`src/rtl/ddr_in_deser.sv`:
```
// Purpose: DDR input capture and deserialiser for the HyperRAM read path; packs BEATS DDR beats per lane group into one word.
// Latency: pair {r(t), f(t)} is visible after rise t+1; the word strobe follows one clk after the pair that completes it.
// Backpressure: none; dout_valid is a one-cycle strobe and the downstream read FIFO must always accept it.
//
// Ports:
//   clk, reset        capture clock (data on both edges), asynchronous active-high reset
//   din               WIDTH DDR pad lanes
//   capture_en        read window, qualifies the pair captured in the same cycle
//   fal_first         beat pairing phase, sampled when capture_en rises
//   dout              assembled word, beat 0 in the LSBs; held between strobes
//   dout_valid        one-cycle word strobe
//   dout_last         last word of the window (only with dout_valid)
//   dout_partial      word incomplete, unfilled beats zero (only with dout_valid)
//   word_cnt          words emitted since capture_en rose, saturating
module ddr_in_deser #(
  parameter int WIDTH = 8,
  parameter int BEATS = 4,   // even, at least 2
  parameter int CNT_W = 16
) (
  input  logic                   clk,
  input  logic                   reset,
  input  logic [WIDTH-1:0]       din,
  input  logic                   capture_en,
  input  logic                   fal_first,
  output logic [WIDTH*BEATS-1:0] dout,
  output logic                   dout_valid,
  output logic                   dout_last,
  output logic                   dout_partial,
  output logic [CNT_W-1:0]       word_cnt
);

  localparam int PAIRS  = BEATS / 2;
  localparam int PTR_W  = (PAIRS > 1) ? $clog2(PAIRS) : 1;
  localparam int PAIR_W = 2 * WIDTH;
  localparam int WORD_W = WIDTH * BEATS;

  // ---------------------------------------------------------------------------
  // DDR input cells, one per lane (vectorised), same-edge-pipelined:
  // both halves of cycle t appear together on rise_q/fall_q after rise t+1.
  // ---------------------------------------------------------------------------
  logic [WIDTH-1:0] rise_d, rise_q;
  logic [WIDTH-1:0] fall_d, fall_q;

`ifdef LINT
  always_comb begin
    rise_d = din;
    fall_d = din;
  end
`else
  logic [WIDTH-1:0] rise_cap_d, rise_cap_q;
  logic [WIDTH-1:0] fall_cap_d, fall_cap_q;

  always_comb begin
    rise_cap_d = din;
    fall_cap_d = din;
    rise_d     = rise_cap_q;
    fall_d     = fall_cap_q;
  end

  always_ff @(posedge clk or posedge reset) begin
    if (reset) rise_cap_q <= '0;
    else       rise_cap_q <= rise_cap_d;
  end

  always_ff @(negedge clk or posedge reset) begin
    if (reset) fall_cap_q <= '0;
    else       fall_cap_q <= fall_cap_d;
  end
`endif

  always_ff @(posedge clk or posedge reset) begin
    if (reset) begin
      rise_q <= '0;
      fall_q <= '0;
    end else begin
      rise_q <= rise_d;
      fall_q <= fall_d;
    end
  end

  // ---------------------------------------------------------------------------
  // Framing and assembly
  // ---------------------------------------------------------------------------
  logic              en_d_d, en_d_q;
  logic              mode_d, mode_q;
  logic [WIDTH-1:0]  hold_d, hold_q;
  logic              hold_vld_d, hold_vld_q;
  logic [PTR_W-1:0]  beat_cnt_d, beat_cnt_q;
  logic [WORD_W-1:0] word_d, word_q;
  logic [WORD_W-1:0] dout_d, dout_q;
  logic              dout_valid_d, dout_valid_q;
  logic              dout_last_d, dout_last_q;
  logic              dout_partial_d, dout_partial_q;
  logic [CNT_W-1:0]  word_cnt_d, word_cnt_q;

  logic              en_rise, win_end, accept, wrap, emit;
  logic [WIDTH-1:0]  pair_lo, pair_hi;
  logic [PTR_W-1:0]  beat_cnt_nxt;
  logic [WORD_W-1:0] word_nxt;

  always_comb begin
    // capture_en is already one cycle ahead of en_d, so the window edges are
    // known in the cycle that processes the last (or first) pair.
    en_rise = capture_en & ~en_d_q;
    win_end = en_d_q & ~capture_en;

    // Mode 1 pairs the previous fall with the current rise; the first cycle
    // of the window only primes the holding register.
    pair_lo = mode_q ? hold_q : rise_q;
    pair_hi = mode_q ? rise_q : fall_q;
    accept  = en_d_q & (~mode_q | hold_vld_q);
    wrap    = accept && (beat_cnt_q == PTR_W'(PAIRS - 1));

    word_nxt = word_q;
    if (accept) begin
      word_nxt[int'(beat_cnt_q) * PAIR_W +: PAIR_W] = {pair_hi, pair_lo};
    end

    beat_cnt_nxt = beat_cnt_q;
    if (accept) begin
      beat_cnt_nxt = wrap ? '0 : beat_cnt_q + PTR_W'(1);
    end

    emit = wrap | (win_end & (beat_cnt_nxt != '0));

    en_d_d         = capture_en;
    mode_d         = en_rise ? fal_first : mode_q;
    hold_d         = (en_d_q & ~win_end) ? fall_q : '0;
    hold_vld_d     = en_d_q & ~win_end;
    beat_cnt_d     = win_end ? '0 : beat_cnt_nxt;
    // Assembly buffer restarts from zero so a partial word is zero-padded.
    word_d         = (emit | win_end) ? '0 : word_nxt;
    dout_d         = dout_q;
    dout_valid_d   = 1'b0;
    dout_last_d    = 1'b0;
    dout_partial_d = 1'b0;
    word_cnt_d     = word_cnt_q;

    if (emit) begin
      dout_d         = word_nxt;
      dout_valid_d   = 1'b1;
      dout_last_d    = win_end;
      dout_partial_d = ~wrap;
    end

    // en_rise needs en_d low and emit needs en_d high, so they never collide.
    if (en_rise) begin
      word_cnt_d = '0;
    end else if (emit && (word_cnt_q != {CNT_W{1'b1}})) begin
      word_cnt_d = word_cnt_q + CNT_W'(1);
    end
  end

  always_ff @(posedge clk or posedge reset) begin
    if (reset) begin
      en_d_q         <= 1'b0;
      mode_q         <= 1'b0;
      hold_q         <= '0;
      hold_vld_q     <= 1'b0;
      beat_cnt_q     <= '0;
      word_q         <= '0;
      dout_q         <= '0;
      dout_valid_q   <= 1'b0;
      dout_last_q    <= 1'b0;
      dout_partial_q <= 1'b0;
      word_cnt_q     <= '0;
    end else begin
      en_d_q         <= en_d_d;
      mode_q         <= mode_d;
      hold_q         <= hold_d;
      hold_vld_q     <= hold_vld_d;
      beat_cnt_q     <= beat_cnt_d;
      word_q         <= word_d;
      dout_q         <= dout_d;
      dout_valid_q   <= dout_valid_d;
      dout_last_q    <= dout_last_d;
      dout_partial_q <= dout_partial_d;
      word_cnt_q     <= word_cnt_d;
    end
  end

  assign dout         = dout_q;
  assign dout_valid   = dout_valid_q;
  assign dout_last    = dout_last_q;
  assign dout_partial = dout_partial_q;
  assign word_cnt     = word_cnt_q;

endmodule

```
`config.mk`:
```
export PLATFORM = sky130hd
export DESIGN_NAME = ddr_in_deser
export DESIGN_NICKNAME = d
export VERILOG_FILES = /design/src/rtl/ddr_in_deser.sv
export SDC_FILE = /design/constraint.sdc
export NUM_CORES = 1
export LEC_CHECK = 0
export ABC_AREA = 1
export CORE_MARGIN = 1
export CORE_UTILIZATION = 59
export CTS_CLUSTER_SIZE = 30
export DETAILED_ROUTE_END_ITERATION = 10
export PLACE_DENSITY = 0.83
export SLEW_MARGIN = 20
export SYNTH_ARGS = -nofsm -noshare
export SYNTH_HDL_FRONTEND = slang
export SYNTH_SLANG_ARGS = --single-unit
```
`constraint.sdc`:
```
create_clock -name clk -period 7.4 [get_ports clk]
set_clock_uncertainty 0.2 [all_clocks]
set_input_delay 1.85 -clock clk [delete_from_list [all_inputs] [get_ports clk]]
set_output_delay 1.85 -clock clk [all_outputs]
set_load 0.05 [all_outputs]
```
### Word level (Yosys, flattened, before mapping)

Index checks and enable logic that the tools add are counted.

| word-level totals | value |
|---|---|
| bits in registers | 127 |
| input bits | 12 |
| output and inout port bits | 51 |
| logic and storage cells | 51 |

| operators by class | value |
|---|---|
| add/sub/neg operators | 3 |
| eq/ne operators | 1 |
| shift-type cells | 2 |
| multiplexer cells | 14 |
| bitwise gates (word level) | 13 |
| reduce and logical (&&, ||, !) cells | 3 |

Operators by type and width:

| operator | count |
|---|---|
| 32-bit 2-to-1 mux | 2 |
| 5-bit negation with 33-bit output | 1 |
| 16-bit by 33-bit variable shift with 32-bit output (first input constant) | 1 |
| 16-bit by 33-bit indexed part select with 32-bit output | 1 |
| 32-bit bitwise mux | 1 |
| 16-bit 2-to-1 mux | 2 |
| 8-bit 2-to-1 mux | 3 |
| 16-bit by 1-bit adder with 16-bit output (second input constant) | 1 |
| 16-bit != test (second input constant) | 1 |
| 1-bit 2-to-1 mux | 6 |
| 1-bit AND | 5 |
| 1-bit inverter | 5 |
| 1-bit bitwise OR | 3 |
| 1-bit logical AND | 2 |
| 2-bit nonzero test | 1 |
| 1-bit adder (second input constant) | 1 |

### Depth between registers and ports, before layout

| logic depth | value |
|---|---|
| word-level depth | 11 |
| depth in mapped cells | 12 |

==> impl_metrics.env <==
export IMPL_grt_pass1_wl_um=17500
export IMPL_grt_max_degree=91
export IMPL_cp_slowest_cell="clkinvlp_4"
export IMPL_synthArstFlopShare=1.00
export IMPL_min_to="rise_q[1]$_DFF_PP0_"
export IMPL_grt_pass1_vias=3596
export IMPL_start_util=0.607
export IMPL_hold_path_depth=0
export IMPL_synth_top_area_frac=0.600
export IMPL_dp_hpwl_um=6310
export IMPL_grt_total_usage=0.268
export IMPL_cp_data_required_time_ps=4090
export IMPL_fin_setup_tns_ps=0
export IMPL_maxSlewViolCount=0
export IMPL_finalHoldViolCount=0
export IMPL_clockBufferDepth=2
export IMPL_clock_sinks=127
export IMPL_yosysWarnings=0
export IMPL_total_power_mw=2.58
export IMPL_hp_start="rise_cap_q[1]$_DFF_PP0_"
export IMPL_wire_per_inst_um=15.3
export IMPL_fin_hold_ws_ps=143
export IMPL_end_kind="asynchronous set/reset pin"
export IMPL_crit_path_start_kind="input pin"
export IMPL_leakage_nw=2.96
export IMPL_area_delta_synth_final_pct=26.7
export IMPL_fp_dieW_um=93.7
export IMPL_synth_area_leader_cell="dfrtp_1"
export IMPL_cts_resized=0
export IMPL_drc=0
export IMPL_clkLatencyLatePin_ps=510
export IMPL_vias_per_cell=5.42
export IMPL_num_rows=33
export IMPL_nets=596
export IMPL_core_area_um2=8180
export IMPL_r2r_end="fall_q[0]$_DFF_PP0_"
export IMPL_numCtsBuffers=17
export IMPL_hp_class="flop to flop"
export IMPL_drt_iter0_markers=303
export IMPL_htreeDepth=4
export IMPL_critical_path_max_fanout=38
export IMPL_finalSetupViolCount=0
export IMPL_syn_area_per_cell_um2=9.47
export IMPL_cp_data_arrival_time_ps=2830
export IMPL_cts_tree="yes"
export IMPL_synthesis_area_um2=4960
export IMPL_routabilityCongestion=0.857
export IMPL_seq_area_frac_synth=0.640
export IMPL_worstRegToRegCells=0
export IMPL_num_antenna_cells=0
export IMPL_synth_cell_type_count=26
export IMPL_rrSetupSlack_ps=3090
export IMPL_io_pin_count=63
export IMPL_clkTransAtPathRegs_ps=60
export IMPL_syn_nets=538
export IMPL_slew_headroom=0.306
export IMPL_power_density_nw_per_um2=410
export IMPL_dieArea_um2=8780
export IMPL_first_pass_iters=5
export IMPL_synthFlopType="dfrtp_1"
export IMPL_status="complete, no violations"
export IMPL_ys_seq_elements=127
export IMPL_synthTopCellsByArea="dfrtp_1, nand2_1, o21ai_0"
export IMPL_drive_gt1_frac=0.0739
export IMPL_antenna_left=0
export IMPL_worstPathCellList="clkdlybuf4s50_1 > clkinvlp_4"
export IMPL_crit_family="buffers and inverters"
export IMPL_synth_common_cells="nand2_1, dfrtp_1, o21ai_0"
export IMPL_root_buffer="clkbuf_8"
export IMPL_crit_buf_inv=2
export IMPL_port_buffers=62
export IMPL_drv_cap=0
export IMPL_hold_buffers=0
export IMPL_synth_most_common_cell="nand2_1"
export IMPL_antenna_found_initial=0
export IMPL_synth_edf_count=0
export IMPL_rsz0062_at_grt="false"
export IMPL_syn_instance_count=524
export IMPL_r2r_start="fall_cap_q[0]$_DFF_NP0_"
export IMPL_worst_slew_pin_slew_ps=1040
export IMPL_critPathMaxStageDelay_ps=520
export IMPL_dr_total_vias=3791
export IMPL_post_cts_setup_buffer_count=0
export IMPL_critical_path_class="input pin to asynchronous set/reset pin"
export IMPL_totalWireLength_um=10700
export IMPL_ir_drop_mv=0.222
export IMPL_die_h_um=93.7
export IMPL_grt_overflow_total=0
-- routing by layer --
layer	global-route usage	wire, µm
met5	0	0
met4	0.124	290
met1	0.351	4460
met3	0.0712	664
met2	0.420	5290
-- per-stage QoR --
step           cells  setup WS (ps)  instance area, µm²  utilization
2_1_floorplan    524            188                4970            -
3_3_place_gp     668            805                5610        0.686
3_5_place_dp     668            793                5610        0.686
4_1_cts          700           1260                6280        0.768
5_1_grt          700           1130                6290        0.769
6_report         700           1270                6290        0.769
-- flip-flops by register name, indices dropped and copies added, names as in the netlist --
register      flops
dout             32
word_q           32
word_cnt         16
fall_cap_q        8
fall_q            8
hold_q            8
rise_cap_q        8
rise_q            8
beat_cnt_q        1
dout_last         1
dout_partial      1
dout_valid        1
en_d_q            1
hold_vld_q        1
mode_q            1
-- report_power, final --
part	switching [mW]	internal, mW	leakage (nW)
clock	0.298	0.637	0.330
sequential	0.0744	0.841	1.62
combinational	0.516	0.214	1.01
-- cells by family (layout without fill, tap and decap cells) --
group / Yosys count / after routing / share of synthesized area
compound gates: 83 / 83 / 0.0865
flops: 127 / 127 / 0.640
xor+xnor: 8 / 8 / 0.0141
buf+inv: 61 / 132 / 0.0517
simple gates: 243 / 243 / 0.202
fa+ha+maj: 2 / 2 / 0.00504
-- placed cells by master, fill, tap and decap left out, types with 2 or more instances in the layout --
master             n
inv_6              3
xor2_1             4
nor2_1            64
nand2_1          138
a21oi_1            8
clkbuf_8           3
bufinv_16          6
clkdlybuf4s50_1   62
inv_1             35
dfrtp_1          119
dfrtn_1            8
nand3_1           26
nor2_2             4
xnor2_1            4
ha_1               2
o21ai_0           71
clkinv_4           2
o21ai_1            2
nand4_1            5
clkbuf_16         16
nand2_2            2
-- worst max-delay path by stage --
| stage | startpoint | end | cells after the start |
|---|---|---|---|
| detailed placement | reset | fall_cap_q[0]$_DFF_NP0_ | 2 |
| global placement | reset | fall_cap_q[0]$_DFF_NP0_ | 2 |
| global route | reset | fall_cap_q[7]$_DFF_NP0_ | 2 |
| finish | reset | fall_cap_q[0]$_DFF_NP0_ | 2 |
| CTS | reset | fall_cap_q[0]$_DFF_NP0_ | 2 |
| floorplan | reset | fall_cap_q[0]$_DFF_NP0_ | 1 |
-- area by class of cell --
cell class                      count  area, µm²
Fill cell                         522       1890
Inverter                           37        143
Clock buffer                       20        445
Sequential cell                   127       3180
Clock inverter                     12        229
Tap cell                          105        131
Timing Repair Buffer               63        632
Multi-Input combinational cell    336       1530
(Power assumes the default switching activity.)
